[src/rtl/shift_add_multiplier_4_bit_if.sv]
// shift_add_multiplier_4_bit_if: start/busy/done handshake bundle for the 4x4 shift-add multiplier
//   master drives start, A, B and observes busy, done, Product
//   slave  (the multiplier) observes start, A, B and drives busy, done, Product
interface shift_add_multiplier_4_bit_if;
  logic       start;
  logic [3:0] A;
  logic [3:0] B;
  logic       busy;
  logic       done;
  logic [7:0] Product;
  modport master (output start, A, B, input busy, done, Product);
  modport slave  (input start, A, B, output busy, done, Product);
endinterface

[src/rtl/shift_add_multiplier_4_bit.sv]
// shift_add_multiplier_4_bit: sequential 4x4 unsigned shift-and-add multiplier built on a 4-bit ripple-carry adder
//   clk   : system clock, rising edge
//   rst_n : synchronous active-low reset
//   bus   : slave handshake (start, A, B in; busy, done, Product out)
module ripple_carry_adder_4_bit (
  input  logic [3:0] A,
  input  logic [3:0] B,
  output logic [3:0] Sum,
  output logic       C4
);
  logic [4:0] c;
  assign c[0] = 1'b0;
  for (genvar i = 0; i < 4; i++) begin : g_fa
    assign Sum[i]  = A[i] ^ B[i] ^ c[i];
    assign c[i+1]  = (A[i] & B[i]) | (c[i] & (A[i] ^ B[i]));
  end
  assign C4 = c[4];
endmodule

module shift_add_multiplier_4_bit #(
  parameter int WIDTH = 4
) (
  input logic                        clk,
  input logic                        rst_n,
  shift_add_multiplier_4_bit_if.slave bus
);
  typedef enum logic [1:0] {IDLE, RUN, DONE} state_t;
  state_t             state_q;
  logic [WIDTH-1:0]   mcand_q, acc_q, mq_q;
  logic [1:0]         cnt_q;
  logic               busy_q, done_q;
  logic [2*WIDTH-1:0] product_q;
  logic [3:0]         sum;
  logic               c4;
  logic [7:0]         shift_d;
  ripple_carry_adder_4_bit u_rca (
    .A  (acc_q),
    .B  (mq_q[0] ? mcand_q : 4'h0),
    .Sum(sum),
    .C4 (c4)
  );
  // the carry becomes the new acc MSB; the bit shifted out of mq is the finished product bit
  assign shift_d = {c4, sum, mq_q[3:1]};
  always_ff @(posedge clk) begin
    if (!rst_n) begin
      state_q   <= IDLE;
      mcand_q   <= '0;
      acc_q     <= '0;
      mq_q      <= '0;
      cnt_q     <= '0;
      busy_q    <= 1'b0;
      done_q    <= 1'b0;
      product_q <= '0;
    end else if (state_q == IDLE) begin
      if (bus.start) begin
        mcand_q <= bus.A;
        mq_q    <= bus.B;
        acc_q   <= '0;
        cnt_q   <= '0;
        busy_q  <= 1'b1;
        state_q <= RUN;
      end
    end else if (state_q == RUN) begin
      {acc_q, mq_q} <= shift_d;
      // counter holds at 3 on the final iteration; only the IDLE reload returns it to 0
      cnt_q <= (cnt_q == 2'd3) ? cnt_q : cnt_q + 2'd1;
      if (cnt_q == 2'd3) begin
        product_q <= shift_d;
        busy_q    <= 1'b0;
        done_q    <= 1'b1;
        state_q   <= DONE;
      end
    end else begin
      done_q  <= 1'b0;
      state_q <= IDLE;
    end
  end
  assign bus.busy    = busy_q;
  assign bus.done    = done_q;
  assign bus.Product = product_q;
endmodule
[src/flat_wrapper.sv]
// flat-port wrapper written by rule: the top's interface ports become plain ports
module shift_add_multiplier_4_bit_flat 
#(
  parameter int WIDTH = 4
)
  (clk, rst_n, bus_start, bus_A, bus_B, bus_busy, bus_done, bus_Product);
  shift_add_multiplier_4_bit_if bus_i ();
  input logic clk;
  input logic rst_n;
  input wire logic [$bits(bus_i.start)-1:0] bus_start;
  input wire logic [$bits(bus_i.A)-1:0] bus_A;
  input wire logic [$bits(bus_i.B)-1:0] bus_B;
  output wire logic [$bits(bus_i.busy)-1:0] bus_busy;
  output wire logic [$bits(bus_i.done)-1:0] bus_done;
  output wire logic [$bits(bus_i.Product)-1:0] bus_Product;
  assign bus_i.start = bus_start;
  assign bus_i.A = bus_A;
  assign bus_i.B = bus_B;
  assign bus_busy = bus_i.busy;
  assign bus_done = bus_i.done;
  assign bus_Product = bus_i.Product;
  shift_add_multiplier_4_bit #(.WIDTH(WIDTH)) u_core (.clk(clk), .rst_n(rst_n), .bus(bus_i));
endmodule
[config.mk]
export PLATFORM = sky130hd
export DESIGN_NAME = shift_add_multiplier_4_bit_flat
export DESIGN_NICKNAME = d
export VERILOG_FILES = /design/src/rtl/shift_add_multiplier_4_bit_if.sv /design/src/rtl/shift_add_multiplier_4_bit.sv /design/src/flat_wrapper.sv
export SDC_FILE = /design/constraint.sdc
export NUM_CORES = 1
export LEC_CHECK = 0
export CORE_MARGIN = 2
export CORE_UTILIZATION = 50
export DETAILED_ROUTE_END_ITERATION = 12
export DONT_BUFFER_PORTS = 1
export PLACE_DENSITY = 0.63
export SLEW_MARGIN = 10
export SYNTH_ARGS = -nofsm -noshare
export SYNTH_HDL_FRONTEND = slang
export SYNTH_SLANG_ARGS = --single-unit
[constraint.sdc]
create_clock -name clk -period 2.9 [get_ports clk]
set_input_delay 0.29 -clock clk [delete_from_list [all_inputs] [get_ports clk]]
set_output_delay 0.29 -clock clk [all_outputs]
set_load 0.005 [all_outputs]
==> results of run 1 <==
==> power by group through the flow <==
stage / clock [mW] / combinational (mW) / sequential [mW]
after floorplan: 0 / 0.0435 / 0.386
after global placement: 0 / 0.0445 / 0.391
after detailed placement: 0 / 0.0454 / 0.392
after CTS: 0.192 / 0.0456 / 0.384
after global routing: 0.209 / 0.0506 / 0.386
final: 0.185 / 0.0449 / 0.384
==> kinds of logic (layout without fill, tap and decap cells) <==
family | after synthesis | after routing | share of synthesized area, %
AND/OR/NAND/NOR | 37 | 37 | 15.9
flip-flops | 26 | 26 | 45.0
AO/OA/AOI/OAI | 21 | 21 | 12.9
buffers and inverters | 14 | 11 | 7.68
multiplexers | 13 | 13 | 11.2
adder cells (fa/ha/maj) | 5 | 5 | 7.35
==> area by class of cell <==
type	count	area, um^2	area share [%]
sequential	26	520	44.6
tap	28	35.0	3.00
inverter	7	26.3	2.25
multi-input combinational	76	548	47.0
clock buffer	4	36.3	3.11
==> layout by cell type (no fill, tap or decap), types with 2 or more instances in the layout <==
master and n:
inv_1 6, nor2_2 4, o21bai_1 2, a2bb2oi_1 3
a211oi_1 8, a21oi_1 4, a31oi_1 2, ha_1 2
mux2i_1 13, nor2_1 16, nor3_1 2, nand2_1 6
fa_1 3, clkbuf_4 3, dfxtp_1 26
==> final timing paths <==
path / to / slack (ns) / cells past startpoint
min reg2reg: u_core.acc_q[0] / 0.49 / 2
max: u_core.acc_q[2] / 0.53 / 8
max reg2reg: u_core.acc_q[2] / 0.53 / 8
min: u_core.mcand_q[3] / 0.10 / 2
==> through the flow <==
step / setup slack, ns / instance area (um^2) / util (%) / total power [mW]
floorplan: 0.688 / 1160 / - / 0.429
global placement: 0.633 / 1130 / 51.6 / 0.436
detailed placement: 0.562 / 1130 / 51.6 / 0.437
CTS: 0.545 / 1170 / 53.2 / 0.621
global route: 0.430 / 1170 / 53.2 / 0.646
finish: 0.533 / 1170 / 53.2 / 0.613
==> critical path: stages, from the launching register on <==
cell and delay, ns:
dfxtp_1 0.41, and2_1 0.15, ha_1 0.13, inv_1 0.05, fa_1 0.40, fa_1 0.40, fa_1 0.51, a2bb2oi_1 0.16
nor2_1 0.05
==> state kept, by name (all words and copies together) (netlist names) <==
| signal | flops |
|---|---|
| u_core.acc_q | 4 |
| u_core.cnt_q | 2 |
| u_core.bus.busy | 1 |
| u_core.state_q | 2 |
| u_core.bus.Product | 8 |
| u_core.mq_q | 4 |
| u_core.mcand_q | 4 |
| u_core.bus.done | 1 |
==> routing by layer <==
| metal | share of wire [%] | global-route usage [%] |
|---|---|---|
| met1 | 50 | 20.1 |
| met2 | 42 | 24.9 |
| met3 | 5.7 | 3.74 |
| met4 | 2.3 | 9.21 |
| met5 | 0 | 0 |
==> run summary, run 1 <==
The run finished with clean final reports. The area of the core region came out at 0.00219 mm^2. Counting the fill cells in the layout gives 207.

The final estimated routing congestion in global placement came out at 0.709. The worst IR drop on VDD came out at 0.369 mV. The x dimension of the die came out at 52.1 um. The filler-free cell count of the finished design came out at 141. The final critical-path required period is 2.37 ns. The number of flops mapped to enable cells by yosys came out at 0.

By count the netlist is led by dfxtp_1, nor2_1, mux2i_1. The number of I/O pins is 21. The number of distinct library cells after synthesis is 31.

The nature of the critical path endpoint is a register. The net count after synthesis is 132. The count of H-tree levels built during CTS came out at 1. At the pin with the least slew margin, the transition time is 0.688 ns. In the final routed layout, each cell accounts on average for 13.8 um.

In the final layout, the share of cells above drive strength 1 is 9.73%. The placed cell count came out at 137. The number of buffers on the longest clock path is 2. By area the synthesized netlist is led by dfxtp_1, mux2i_1, fa_1.

The number of sinks driven by the clock tree came out at 26. The layout-stage area growth over the synthesis result is 0.757%. The count of port buffers added during placement is 0. The start point of the critical path is u_core.mq_q[0]. The number of warning messages in the yosys log came out at 0. The cell area after synthesis is 0.00116 mm^2. The start point of the worst min-delay path is bus_A[3]. After global routing the overflow that remains totals 0. The clock network burns 30.1% of the power. The number of nets with antenna violations after routing came out at 0. The tree is rooted in a clkbuf_4. The switching part of the total is 23.6%.

The number of global-route vias before repair is 740. Dividing total power by cell area gives a power density of 526 mW/mm^2. TritonCTS built the clock tree.

The row count is 17. The number of buffers added to fix hold violations after cts is 0. The analysis attributes to net switching a power of 145 uW.

Timing would allow up to 423 MHz. The number of slew-limit violations in the final report is 0. The max-slew headroom at the worst pin is 53.8%. The clock-pin slew of the registers on the worst-case setup and hold paths came out at 0.14 ns. The later pin in the worst-skew pair is clocked with a latency of 0.32 ns. Setup violations remaining at the end of the flow were counted as 0. Entering global routing, the biggest net connects 27 pins.

The initial antenna violation count is 0. The detailed router placed 785 vias in this run. The die height came out at 52.1 um. The global-route wire length before repair came out at 3.17 mm. In this run the critical register-to-register path is launched from u_core.mq_q[0].

The layout net count is 130. After synthesis, the mean cell area works out to 9.98 um^2. dfxtp_1 takes more of the synthesized area than any other cell. In this run, CTS created clock tree buffers numbering 3. Summed over all layers, the routed wires come to 1.94 mm. Setup repair after global routing left no endpoint under its margin. STA classifies the critical path startpoint as a register.

The tool flagged a number of max-cap violations equal to 0. The leakage component of the power came out at 0.401 nW. The proportion of synthesized chip area in sequential cells came out at 45.0%. The via-per-instance ratio is 5.57. For this run, the leading register cell type out of synthesis is dfxtp_1.

The initial standard-cell utilization of the core came out at 52.8%. The area share of the leading cell type in the synthesized netlist came out at 45.0%. Counting flops and latches in the post-synthesis netlist gives 26. The internal power consumption came out at 468 uW. The combinational share of power is 7.3%.

The total count of hold-check failures in the final report came to 0. In this run, flip-flops and latches consume 62.5% of the power. The antenna diode count is 0. The worst hold path belongs to the class in -> reg. The required time of the worst setup path came out at 3.11 ns.

The maximum fanout along the worst path is 5. The all-layer global routing usage is 16.0%. The remaining routing DRC violations is 0. The async set or reset register ratio after synthesis is 0%. The final critical-path share of the clock period came out at 81.6%. The die area is 0.00272 mm^2. STA puts the critical path data arrival time at 2.58 ns. The final hold slack is 0.104 ns. On the final layout, the worst clock skew is 0.00381 ns. The length of the first detailed-routing pass in iterations is 4. The placed wire-length estimate after detailed placement came out at 1.37 mm. Synthesis produced a netlist whose cell count is 116. The worst setup path is of the reg -> reg kind. By instance count, the leading cell after synthesis is dfxtp_1. The post-cts resize count came out at 0. In the final timing run, aggregate negative setup slack is 0 ns.

The first routing iteration left 6 violations. The post-CTS setup buffer count came out at 0.
(Power assumes the default switching activity.)
==> run 2, diff against run 1 <==
==> constraint.sdc (replaced) <==
create_clock -name clk -period 2.2 [get_ports clk]
set_input_delay 0.22 -clock clk [delete_from_list [all_inputs] [get_ports clk]]
set_output_delay 0.22 -clock clk [all_outputs]
set_load 0.005 [all_outputs]
==> run summary, run 2 (synthesized netlist as in run 1, its figures left out) <==
The run finished with clean final reports. The clock latency on the worst-skew pair came out at 0.32 ns (about the same). The total congestion overflow is 0 (unchanged). The clock-pin slew of the registers on the worst-case setup and hold paths is 0.13 ns (about the same). The total count of hold-check failures in the final report is 0 (unchanged). The cell area after placement came out at 0.00115 mm^2 (+2.1%). The final routed wire length divided by cell count came out at 14.2 um (+2.9%).

The kind of launch point of the worst setup path is a register. The clock skew after layout is 0.00777 ns (+0.00396 ns). The final wirelength was 2.04 mm (+5.0%).

The top cell types in the final layout, fill and taps aside, are dfxtp_1, nor2_1, mux2i_1. The number of sinks driven by the clock tree came out at 26 (unchanged). The maximum fanout along the worst path came out at 2 (-3).

The area of the core region is 0.00219 mm^2 (unchanged). The power density over cell area came out at 676 mW/mm^2 (+28%). The number of slew-limit violations in the final report was 0 (unchanged). The length of the first detailed-routing pass in iterations is 4 (unchanged). The critical setup path kind is reg -> reg. The number of nets with antenna violations after routing is 0 (unchanged). The area used by multi-input combinational logic is 562 um^2 (+2.5%).

The DRC marker count from the first detailed-route iteration came out at 7 (+1). The CTS buffer count is 3 (unchanged). The final hold slack came out at 0.0487 ns (-0.0551 ns).

The max-slew headroom at the worst pin came out at 53.9% (about the same). The worst min-delay path class is in -> reg. The final sum of negative setup slack is 0 ns (unchanged). The count of H-tree levels built during CTS came to 1 (unchanged). The fill cell total of the finished layout is 221 (+6.8%). The row count came out at 17 (unchanged).

The initial antenna violation count was 0 (unchanged). The final cell area excluding filler cells came to 0.00120 mm^2 (+3.3%). The final estimated routing congestion in global placement came out at 0.736 (+3.8%).

The number of instances on the worst hold path came out at 2 (unchanged). The data arrival time of the critical path came to 2.36 ns (-0.22 ns). The number of max-capacitance violations reported is 0 (unchanged). The layout net count was 133 (+2.3%). The all-layer global routing usage is 17.5% (+1.5 points). The count of port buffers added during placement came out at 0 (unchanged). The flip-flop count of the largest register after layout came out at 8 (unchanged). The depth of the worst register-to-register path is 8 (unchanged).

The total power was 814 uW (+33%). The CTS tree is built. The remaining routing DRC violations is 0 (unchanged). The overall via count from detail_route is 781 (-0.51%). Setup repair after global routing could not meet its margin everywhere.

The library cell used most frequently in the layout, excluding fill and tap cells, is dfxtp_1. The required time of the worst setup path came out at 2.40 ns (-0.71 ns). The final count of negative-setup-slack endpoints is 0 (unchanged).

The number of global-route vias before repair is 809 (+9.3%). The number of I/O pins is 21 (unchanged). The cell sitting at the root of the clock tree is a clkbuf_4. The final critical-path share of the clock period is 98.0% (+16 points). The maximum number of pins on one net before global-route repair is 27 (unchanged). The worst setup path is captured at a register. The via-per-instance ratio came out at 5.42 (-2.6%).

The x dimension of the die is 52.1 um (unchanged). The initial standard-cell utilization of the core came out at 52.8% (unchanged). The slew at the pin with the worst max-slew slack is 0.688 ns (-0.0000412 ns). The share of post-route cells with drive strength above 1 came out at 17.2% (+7.5 points). The die height is 52.1 um (unchanged). The worst IR drop on VDD came out at 0.426 mV (+16%). The antenna diode count came to 0 (unchanged). The final critical-path required period was 2.16 ns (-0.210 ns).

The die area is 0.00272 mm^2 (unchanged). The leakage component of the power came out at 0.422 nW (+5.2%). The layout-stage area growth over the synthesis result came out at 4.11%. The global-route wire length before repair came out at 3.51 mm (+11%). The achievable clock frequency came out at 464 MHz (+9.7%). The placed wire-length estimate after detailed placement was 1.45 mm (+6.1%).

The number of buffers on the longest clock path is 2 (unchanged). The register area was 523 um^2 (+0.48%).
## run 2: cell types whose count changed in the layout (fill, tap and decap cells not counted), sizes merged
cell / previous run / this run
buf: 0 / 3
## run 2: worst paths after layout
check | start | to | slack, ns
max | u_core.mq_q[0] | u_core.acc_q[2] | 0.04
min reg2reg | u_core.acc_q[0] | u_core.acc_q[0] | 0.49
max reg2reg | u_core.mq_q[0] | u_core.acc_q[2] | 0.04
min | bus_A[3] | u_core.mcand_q[3] | 0.05
## run 2: worst max-delay path, stage by stage (launching register included)
cell	delay, ns
dfxtp_2	0.35
and2_4	0.13
ha_1	0.12
inv_1	0.05
fa_2	0.35
fa_2	0.35
fa_1	0.53
a2bb2oi_2	0.14
nor2_1	0.04
## run 2: through the flow
step                worst slack (ns)  cells  utilization, %
detailed placement           -0.0637    140            52.7
global route                 -0.0597    144            55.0
CTS                           0.0171    144            54.5
global placement             0.00858    140            52.7
finish                        0.0436    144            55.0
floorplan                     0.0199    116               -
## run 2: power by group
group / leakage, nW / switching (mW) / total [mW] / internal (mW)
combinational: 0.189 / 0.0409 / 0.0735 / 0.0326
clock: 0.0210 / 0.139 / 0.240 / 0.101
sequential: 0.213 / 0.0114 / 0.500 / 0.489
total: 0.422 / 0.192 / 0.814 / 0.622
## run 2: routing by layer
layer	track usage [%]	routed length (um)	vias to the layer above
met5	0	0	-
met4	6.58	9	0
met1	23.8	985	368
li1	-	-	395
met3	4.31	98	2
met2	26.8	947	16
## run 2: repair_timing
item,CTS,global route
endpoints found under the setup margin,1,1
hold buffers,0,0
resized for setup,2,3
buffers inserted,0,0
## run 2: cell type report
class                      instances  share of cell area (%)
multi-input combinational         76                    46.6
sequential                        26                    43.4
clock buffer                       4                    3.01
tap                               28                    2.91
inverter                           7                    2.18
timing repair buffer               3                    1.87
==> run 3, diff against run 2 <==
--- a/config.mk
+++ b/config.mk
@@ -5,10 +5,12 @@
 export SDC_FILE = /design/constraint.sdc
 export NUM_CORES = 1
 export LEC_CHECK = 0
+export ABC_CLOCK_PERIOD_IN_PS = 2200
 export CORE_MARGIN = 2
 export CORE_UTILIZATION = 50
 export DETAILED_ROUTE_END_ITERATION = 12
 export DONT_BUFFER_PORTS = 1
+export MAX_ROUTING_LAYER = met4
 export PLACE_DENSITY = 0.63
 export SLEW_MARGIN = 10
 export SYNTH_ARGS = -nofsm -noshare
==> run summary, run 3 (synthesized netlist as in run 1, its figures left out) <==
The critical path in this run is classified as reg -> reg. The post-cts resize count came to 2 (unchanged). The number of sinks driven by the clock tree is 26 (unchanged). The die area is 0.00272 mm^2 (unchanged). The clock skew after layout is 0.00828 ns (+0.000512 ns). The count of H-tree levels built during CTS came to 1 (unchanged).

TritonCTS built the clock tree. The leakage component of the power came to 0.422 nW (unchanged). The required time of the worst setup path was 2.40 ns (about the same). The initial standard-cell utilization of the core is 52.8% (unchanged). The share of post-route cells with drive strength above 1 came out at 17.2% (unchanged). The via-per-instance ratio came out at 5.43 (+0.13%). The cell family with the largest share of critical-path delay is adder cells. The endpoint identified for the worst register-to-register timing path is u_core.acc_q[2].

The worst IR drop on VDD is 0.427 mV (+0.16%). The worst stage delay on the critical path came to 0.53 ns (about the same). The number of nets with antenna violations after routing came out at 0 (unchanged). The number of global-route vias before repair is 810 (+0.12%). The CTS buffer count came out at 3 (unchanged). The global-route wire length before repair is 3.51 mm (unchanged). The slew at the pin with the worst max-slew slack is 0.688 ns (-0.000187 ns). The end of the worst hold path is u_core.mcand_q[3]. The number of max-capacitance violations reported is 0 (unchanged). The area of the core region came out at 0.00219 mm^2 (unchanged). The library cell used most frequently in the layout, excluding fill and tap cells, is dfxtp_1.

The final critical-path share of the clock period is 98.0% (about the same). The flip-flop count of the largest register after layout came to 8 (unchanged). The row count came out at 17 (unchanged). The flop-to-flop setup slack is 0.04 ns (about the same).

The fill cell total of the finished layout came out at 221 (unchanged). The number of instances on the worst hold path came out at 2 (unchanged). The filler-free cell count of the finished design came out at 144 (unchanged). Walking the worst path, the cells encountered are and2_4, ha_1, inv_1, fa_2, fa_2, fa_1, a2bb2oi_2, nor2_1.

In this run the critical register-to-register path is launched from u_core.mq_q[0]. The maximum number of pins on one net before global-route repair is 27 (unchanged). The x dimension of the die is 52.1 um (unchanged). The final count of negative-setup-slack endpoints is 0 (unchanged). The max-slew headroom at the worst pin came out at 53.9% (about the same).

The initial antenna violation count is 0 (unchanged). The final estimated routing congestion in global placement came out at 0.745 (+1.2%). The clock latency on the worst-skew pair came out at 0.32 ns (about the same). The buffers plus inverters on the worst setup path was 1 (unchanged). The achievable clock frequency came out at 464 MHz (about the same).

Setup repair after global routing could not meet its margin everywhere. The cell with the biggest individual delay on the critical path is fa_1. The final critical-path required period is 2.16 ns (-0.00000910 ns).

The final hold slack came out at 0.0486 ns (-0.0000825 ns). The depth of the worst register-to-register path is 8 (unchanged). The post-CTS setup buffer count came out at 0 (unchanged).

The DRC marker count from the first detailed-route iteration was 7 (unchanged). The length of the first detailed-routing pass in iterations came out at 4 (unchanged). The worst hold path begins at bus_A[3].

The number of buffers on the longest clock path is 2 (unchanged). The number of I/O pins came out at 21 (unchanged). In the layout the commonest cells are dfxtp_1, nor2_1, mux2i_1. The total congestion overflow is 0 (unchanged). The clock-pin slew of the registers on the worst-case setup and hold paths was 0.13 ns (about the same).

The overall via count from detail_route is 782 (+0.13%). The number of slew-limit violations in the final report is 0 (unchanged). The worst min-delay path class is in -> reg. The final sum of negative setup slack was 0 ns (unchanged).

The nature of the critical path endpoint is a register. The placed wire-length estimate after detailed placement is 1.45 mm (unchanged). The die height was 52.1 um (unchanged). The power density over cell area is 676 mW/mm^2 (about the same). In this design, the critical path's most frequently occurring cell is fa_2. The count of port buffers added during placement is 0 (unchanged). The antenna diode count is 0 (unchanged). The layout-stage area growth over the synthesis result is 4.11% (unchanged). The total count of hold-check failures in the final report came out at 0 (unchanged).

The placed cell count is 140 (unchanged). The final design utilization came to 55.0% (unchanged). The all-layer global routing usage is 18.0% (+0.46 points).

The layout net count came out at 133 (unchanged). The cell area after placement is 0.00115 mm^2 (unchanged). The run finished with clean final reports. The final routed wire length divided by cell count is 14.2 um (-0.15%). The remaining routing DRC violations is 0 (unchanged). The maximum fanout along the worst path is 2 (unchanged). The final cell area excluding filler cells came out at 0.00120 mm^2 (unchanged).

The kind of launch point of the worst setup path is a register. The data arrival time of the critical path is 2.36 ns (about the same). The final wirelength was 2.04 mm (-0.15%).

The number of buffers added to fix hold violations after cts is 0 (unchanged). The tree is rooted in a clkbuf_4.
==> run 3: worst max path at each step <==
stage / slack [ns] / startpoint / endpoint / depth (start not counted)
5_1_grt: -0.06 / u_core.mq_q[0] / u_core.acc_q[2] / 8
3_5_place_dp: -0.06 / u_core.mcand_q[0] / u_core.acc_q[2] / 8
2_1_floorplan: 0.02 / u_core.mq_q[0] / u_core.acc_q[2] / 8
4_1_cts: 0.02 / u_core.mcand_q[0] / u_core.acc_q[2] / 8
3_3_place_gp: 0.009 / u_core.mq_q[0] / u_core.acc_q[2] / 8
6_report: 0.04 / u_core.mq_q[0] / u_core.acc_q[2] / 8
==> run 3: area by class of cell <==
class / instances / area [um^2] / share of cell area (%)
Inverter: 7 / 26.3 / 2.18
Clock buffer: 4 / 36.3 / 3.01
Timing Repair Buffer: 3 / 22.5 / 1.87
Multi-Input combinational cell: 76 / 562 / 46.6
Sequential cell: 26 / 523 / 43.4
Tap cell: 28 / 35.0 / 2.91
==> run 3: metrics by stage <==
| step | power (mW) | setup slack [ns] |
|---|---|---|
| floorplan | 0.566 | 0.0199 |
| global placement | 0.579 | 0.00858 |
| detailed placement | 0.582 | -0.0637 |
| CTS | 0.817 | 0.0171 |
| global route | 0.850 | -0.0597 |
| finish | 0.814 | 0.0436 |
==> run 3: power by group <==
part	total (mW)	switching [mW]	internal, mW
clock network	0.241	0.140	0.101
registers	0.500	0.0114	0.489
logic	0.0736	0.0409	0.0326
total	0.814	0.192	0.622
==> run 3: per-layer routing <==
metal	share of wire, %	vias up	GRT usage, %	wire length (um)
li1	-	395	-	-
met1	48	369	23.8	985
met3	4.8	2	4.31	98
met5	0	-	-	0
met4	0.44	0	6.58	9
met2	46	16	26.8	944
